==> src/rtl/multi_key_debouncer.sv <==
// multi_key_debouncer
//   Debounces NUM_KEYS independent key/switch inputs in one clock domain.
//   Each channel has a 2-FF synchroniser, polarity normalisation and a
//   saturating stability counter. Once the synchronised level has differed
//   from the debounced level for 2^CNT_WIDTH consecutive cycles, the
//   debounced level toggles and a one-cycle pressed/released strobe fires.
//
//   Optional feature (macro KEY_AUTOREPEAT_EN): per-channel auto-repeat.
//   The first repeat_pulse comes REPEAT_DELAY cycles after the press strobe.
//   Later pulses follow every REPEAT_PERIOD cycles while the key stays held.
//   Without the macro, repeat_pulse is tied to 0 and no repeat counters exist.
//
// Ports
//   clk           system clock
//   reset         asynchronous, active-high reset
//   keys_in       raw asynchronous key inputs (NUM_KEYS)
//   key_state     debounced level, 1 = pressed (registered)
//   pressed       1-cycle strobe on debounced 0->1 (registered)
//   released      1-cycle strobe on debounced 1->0 (registered)
//   repeat_pulse  1-cycle auto-repeat strobe (registered, 0 without macro)
//   any_event     OR of all pressed|released bits, same cycle as the strobes
module multi_key_debouncer #(
    parameter int unsigned NUM_KEYS      = 4,
    parameter int unsigned CNT_WIDTH     = 16,
    parameter int unsigned ACTIVE_LOW    = 1,
    parameter int unsigned REP_CNT_WIDTH = 20,
    parameter int unsigned REPEAT_DELAY  = 500000,
    parameter int unsigned REPEAT_PERIOD = 100000
) (
    input  logic                clk,
    input  logic                reset,
    input  logic [NUM_KEYS-1:0] keys_in,
    output logic [NUM_KEYS-1:0] key_state,
    output logic [NUM_KEYS-1:0] pressed,
    output logic [NUM_KEYS-1:0] released,
    output logic [NUM_KEYS-1:0] repeat_pulse,
    output logic                any_event
);

    localparam logic [CNT_WIDTH-1:0] CNT_MAX = '1;

    // Elaboration-time sanity check of the parameter set
    if ((NUM_KEYS < 1) || (CNT_WIDTH < 1) || (REP_CNT_WIDTH < 1) ||
        (REPEAT_PERIOD < 1) || (REPEAT_PERIOD > REPEAT_DELAY) ||
        ((REP_CNT_WIDTH < 32) && ((REPEAT_DELAY >> REP_CNT_WIDTH) != 0)))
    begin : g_param_check
        $error("multi_key_debouncer: illegal parameter set");
    end

    logic [NUM_KEYS-1:0]                norm;
    logic [NUM_KEYS-1:0]                sync0;
    logic [NUM_KEYS-1:0]                sync1;
    logic [NUM_KEYS-1:0][CNT_WIDTH-1:0] cnt_q;
    logic [NUM_KEYS-1:0][CNT_WIDTH-1:0] cnt_d;
    logic [NUM_KEYS-1:0]                state_d;
    logic [NUM_KEYS-1:0]                pressed_d;
    logic [NUM_KEYS-1:0]                released_d;
    logic [NUM_KEYS-1:0]                toggle_d;
    logic                               any_event_d;

    // Polarity normalisation: after this, 1 always means pressed
    assign norm = (ACTIVE_LOW != 0) ? ~keys_in : keys_in;

    // Stability counter and toggle decision per channel
    always_comb begin
        cnt_d       = '0;
        state_d     = key_state;
        pressed_d   = '0;
        released_d  = '0;
        toggle_d    = '0;
        for (int unsigned k = 0; k < NUM_KEYS; k++) begin
            if (sync1[k] != key_state[k]) begin
                // Saturation point is the toggle point, so the counter never wraps
                if (cnt_q[k] == CNT_MAX) begin
                    toggle_d[k]   = 1'b1;
                    state_d[k]    = ~key_state[k];
                    pressed_d[k]  = ~key_state[k];
                    released_d[k] = key_state[k];
                end else begin
                    cnt_d[k] = cnt_q[k] + CNT_WIDTH'(1);
                end
            end
        end
        any_event_d = |(pressed_d | released_d);
    end

    // Synchroniser, counters and registered outputs
    always_ff @(posedge clk or posedge reset) begin
        if (reset) begin
            sync0     <= '0;
            sync1     <= '0;
            cnt_q     <= '0;
            key_state <= '0;
            pressed   <= '0;
            released  <= '0;
            any_event <= 1'b0;
        end else begin
            sync0     <= norm;
            sync1     <= sync0;
            cnt_q     <= cnt_d;
            key_state <= state_d;
            pressed   <= pressed_d;
            released  <= released_d;
            any_event <= any_event_d;
        end
    end

`ifdef KEY_AUTOREPEAT_EN
    // Firing one count early lets the pulse register on the REPEAT_DELAY-th edge after press
    localparam logic [REP_CNT_WIDTH-1:0] REP_FIRE   = REP_CNT_WIDTH'(REPEAT_DELAY - 1);
    localparam logic [REP_CNT_WIDTH-1:0] REP_RELOAD = REP_CNT_WIDTH'(REPEAT_DELAY - REPEAT_PERIOD);

    logic [NUM_KEYS-1:0][REP_CNT_WIDTH-1:0] rep_q;
    logic [NUM_KEYS-1:0][REP_CNT_WIDTH-1:0] rep_d;
    logic [NUM_KEYS-1:0]                    repeat_d;

    // Repeat counter runs only while the debounced key is held and not toggling
    always_comb begin
        rep_d    = '0;
        repeat_d = '0;
        for (int unsigned k = 0; k < NUM_KEYS; k++) begin
            if (key_state[k] && !toggle_d[k]) begin
                if (rep_q[k] == REP_FIRE) begin
                    repeat_d[k] = 1'b1;
                    rep_d[k]    = REP_RELOAD;
                end else begin
                    rep_d[k] = rep_q[k] + REP_CNT_WIDTH'(1);
                end
            end
        end
    end

    // Repeat counter and strobe registers
    always_ff @(posedge clk or posedge reset) begin
        if (reset) begin
            rep_q        <= '0;
            repeat_pulse <= '0;
        end else begin
            rep_q        <= rep_d;
            repeat_pulse <= repeat_d;
        end
    end
`else
    assign repeat_pulse = '0;
`endif

endmodule

==> config.mk <==
export PLATFORM = sky130hd
export DESIGN_NAME = multi_key_debouncer
export DESIGN_NICKNAME = d
export VERILOG_FILES = /design/src/rtl/multi_key_debouncer.sv
export SDC_FILE = /design/constraint.sdc
export NUM_CORES = 1
export LEC_CHECK = 0
export ABC_CLOCK_PERIOD_IN_PS = 3020
export BUFFER_PORTS_ARGS = -buffer_cell sky130_fd_sc_hd__buf_2
export CORE_MARGIN = 2
export CORE_UTILIZATION = 60
export DETAILED_ROUTE_END_ITERATION = 10
export PLACE_DENSITY = 0.79
export SYNTH_ARGS = -nofsm -noshare
export SYNTH_HDL_FRONTEND = slang
export SYNTH_SLANG_ARGS = --single-unit
export TNS_END_PERCENT = 10
==> constraint.sdc <==
create_clock -name clk -period 3.02 [get_ports clk]
set_input_delay 0 -clock clk [delete_from_list [all_inputs] [get_ports clk]]
set_output_delay 0 -clock clk [all_outputs]
set_load 0.005 [all_outputs]
==> Yosys cells after proc, flatten, opt, wreduce, memory -nomap -nowiden <==
Cells that the tools add are included.
{ "word_totals": {"inputBits": 6, "ff_bits": 85} }
{ "classes": {"n_mux": 24, "bitwise_logic": 6, "n_eq_ne": 8, "n_addsub": 4, "n_reduce_logical": 5} }
{ "ops": {"columns": ["operator", "n"], "rows": [
  ["$mux W16", 8],
  ["$add A16 B1 Y16 const B", 4],
  ["$eq A16 B16 Y1 const B", 4],
  ["$mux W1", 16],
  ["$reduce_and A2 Y1", 4],
  ["$ne A1 B1 Y1", 4],
  ["$not A1 Y1", 4],
  ["$not A4 Y4", 1],
  ["$or A4 B4 Y4", 1],
  ["$reduce_or A4 Y1", 1]
]} }

==> Logic depth before layout (Yosys ltp) <==
{ "logic_depth": {"word_depth": 5, "depth_mapped": 8, "mapped_depth_nobuf": 5} }

==> Worst setup path after synthesis <==
OpenSTA, ideal clock, no wires.
{ "synth_path": {"path_type": "register to register", "startpoint": "reg cnt_q[32] in the netlist's numbering", "endpoint": "reg cnt_q[41] in the netlist's numbering", "path_stages_with_launch": 9, "path_slack_ps": 1210, "setup_time_ps": 119, "arrival_time_ps": 1691, "n_path_buf": 3, "path_cell_list": "dfrtp_1 > ha_1 > clkbuf_1 > nand4_1 > or4_1 > buf_2 > nand2b_2 > buf_4 > nor2_1"} }
{ "synth_lines": {"columns": ["item", "line_no", "source"], "rows": [
  ["from (decl)", "53", "logic [NUM_KEYS-1:0][CNT_WIDTH-1:0] cnt_q;"],
  ["from (signal assigned)", "100", "cnt_q <= cnt_d;"]
]} }

==> flow_summary.ini <==
[outcome]
status = completed

[cts]
clk-insertion-delay-late_ns = 0.35
htree_num_levels = 3
post_cts_resized = 0
clockBufferDepth = 2
post_cts_buffers = 0
cts-root-buf = clkbuf_8
path_clk_slew_ns = 0.08
cts.sinks = 85
cts_tree = done
numCtsBuffers = 9

[worst_setup_path]
critPathCaptureType = flop
critical_path.top_delay_family = simple AND/OR/NAND/NOR gates
worstSetupPathType = flop to flop
worstPathRequired_ns = 3.25
cp_slowest_cell = or4_4
path_cells = nand4_2, or4_4, nand2_1, nor2_1
crit_buf_inv = 0
critPathMaxFanout = 14
max_stage_delay_ns = 0.64
worstPathArrival_ns = 2.20
r2r_slack_ns = 1.05
start_kind = flop

[power]
power_density_nw_per_um2 = 488
irDropWorstVdd_mv = 0.376
power.total_uw = 2090
p_leak_uw = 0.00190

[floorplan]
ios = 23
coreArea_um2 = 6310
die_y_um = 84.5
die_x_um = 84.5
die_area_um2 = 7130
initial_utilization_pct = 61.5
rows = 29

[synthesis]
synth_ff_type = dfrtp_1
synth_area_leaders = dfrtp_1, xor2_1, xnor2_1
synth_edf_count = 0
yosys_warnings = 0
netlist_area_um2 = 3880
yosysSeqAreaShare_pct = 54.8
yosysTopAreaCellShare_pct = 54.8
yosys.area.top_type = dfrtp_1
synth_seq_cells = 85
yosysUniqueCellTypes = 36
async_reset_ff_share_pct = 100
avgSynthCellArea_um2 = 10.6
synth_cells = 368

[grt]
grt_pass1_vias = 2681
antenna_found_initial = 0
overflow = 0
grt_pass1_wl_um = 11800
grt_use_total_pct = 20.9
grt_start_max_net_pins = 52

[layout]
drive_gt1_share_pct = 12.6
diodes = 0
area_growth_pct = 10.0
fill_cells = 476
final_common_cell = dfrtp_1
layout_common_cells = dfrtp_1, nor2_1, xor2_1, xnor2_1, nand3_1
finalNetCount = 403

[sta]
hold_violations = 0
rsz0062_at_grt = no
worstMarginPinSlew_ns = 0.815
fin_tns_setup_ns = 0
min_period_over_period_pct = 65.4
fin_worst_skew_ns = 0.00787
finalSetupViolCount = 0
holdWs_ns = 0.314
fmax_mhz = 506
min_period_ns = 1.97
slew_viol_final = 0
relSlewSlack_pct = 45.7

[detailed_routing]
firstDrtPassIters = 4
wl_um = 6640
drt_iter0_drc = 93
ant_nets = 0
wl_per_cell_um = 14.0
route.vias.total = 2677
route.detailed.drc = 0
vias_per_cell = 5.64

[placement]
place_congestion = 0.907
dp_hpwl_um = 4560
portBuffers = 18

[min_path]
hp-class = input pin to flop

[flow_run]
max-cap-violations = 0
[flip-flops by register name (all words and copies together) (netlist names)]
signal,count
cnt_q,64
any_event,1
sync0,4
key_state,4
released,4
sync1,4
pressed,4
[per-stage QoR]
stage               instances  util [%]  instance area, µm²  worst slack, ns
global placement          454      63.6                4020             1.12
global route              475      67.7                4270            0.891
floorplan                 371         -                3890            0.827
finish                    475      67.7                4270             1.05
detailed placement        454      63.6                4020             1.04
CTS                       475      67.7                4270             1.04
[kinds of logic (layout without fill, tap and decap cells)]
logic type      after synthesis  after routing  share of synthesized area [%]
fa+ha+maj                     4              4                           1.29
other cells                   1              4                         0.0966
xor+xnor                     57             57                           12.9
simple gates                183            183                           25.1
compound gates                9              9                           1.51
buf+inv                      25             52                           3.19
mux                           4              4                           1.16
flops                        85             85                           54.8
[worst reg2reg max path, delay by kind of cell, from the launching register on]
family | cells | cell delay [ns]
flip-flops | 1 | 0.45
AND/OR/NAND/NOR | 4 | 1.40
[synth_stat cells, types with 2 or more instances]
library cell   n
clkbuf_1       4
and3_1         4
mux2_2         4
a21oi_1        3
or4_1          3
o21ai_0        2
or4_4          2
nor3_1         6
nand2_1       19
nand4_1       23
or3_1          2
xnor2_1       27
and2_1         6
dfrtp_1       85
inv_1         11
nor3b_1        8
buf_4          7
xor2_1        30
nand3_1       25
nor4_1        12
ha_1           4
buf_2          3
nor2_1        61
and4_1         5
[repair_timing]
item / 4_1_cts / 5_1_grt
setup endpoints to repair: 0 / 0
hold buffers: 5 / 0
hold endpoints to repair: 53 / 0
[cell type report]
cell class	instances	area (µm²)	area share, %
flip-flops and latches	85	2130	49.8
multi-input cells	261	1640	38.5
repair buffers	25	155	3.63
clock buffers	11	151	3.54
well taps	77	96.3	2.25
clock inverters	5	56.3	1.32
inverters	11	42.5	0.996
[power breakdown]
part	switching, µW	internal (µW)	leakage (µW)	total (µW)
clock network	398	427	0.000106	825
logic	58.3	27.8	0.000636	86.0
registers	19.1	1160	0.00116	1170
total	475	1610	0.00190	2090
[layer usage]
metal  vias up  wire length [µm]  global-route usage [%]
met5         -                 0                       0
met3         8               263                    7.28
met1      1320              3150                    27.4
li1       1307                 -                       -
met2        42              3150                    33.0
met4         0                87                    6.35
[worst paths after layout]
check | from | to | cells after the start
hold / removal | keys_in[3] | sync0[3] | 3
setup reg to reg | cnt_q[18] | cnt_q[26] | 4
max in group asynchronous | reset | cnt_q[13] | 4
setup / recovery | cnt_q[18] | cnt_q[26] | 4
min in group asynchronous | reset | cnt_q[48] | 3
hold reg to reg | sync0[1] | sync1[1] | 0
Power figures use the tool's default switching activity.
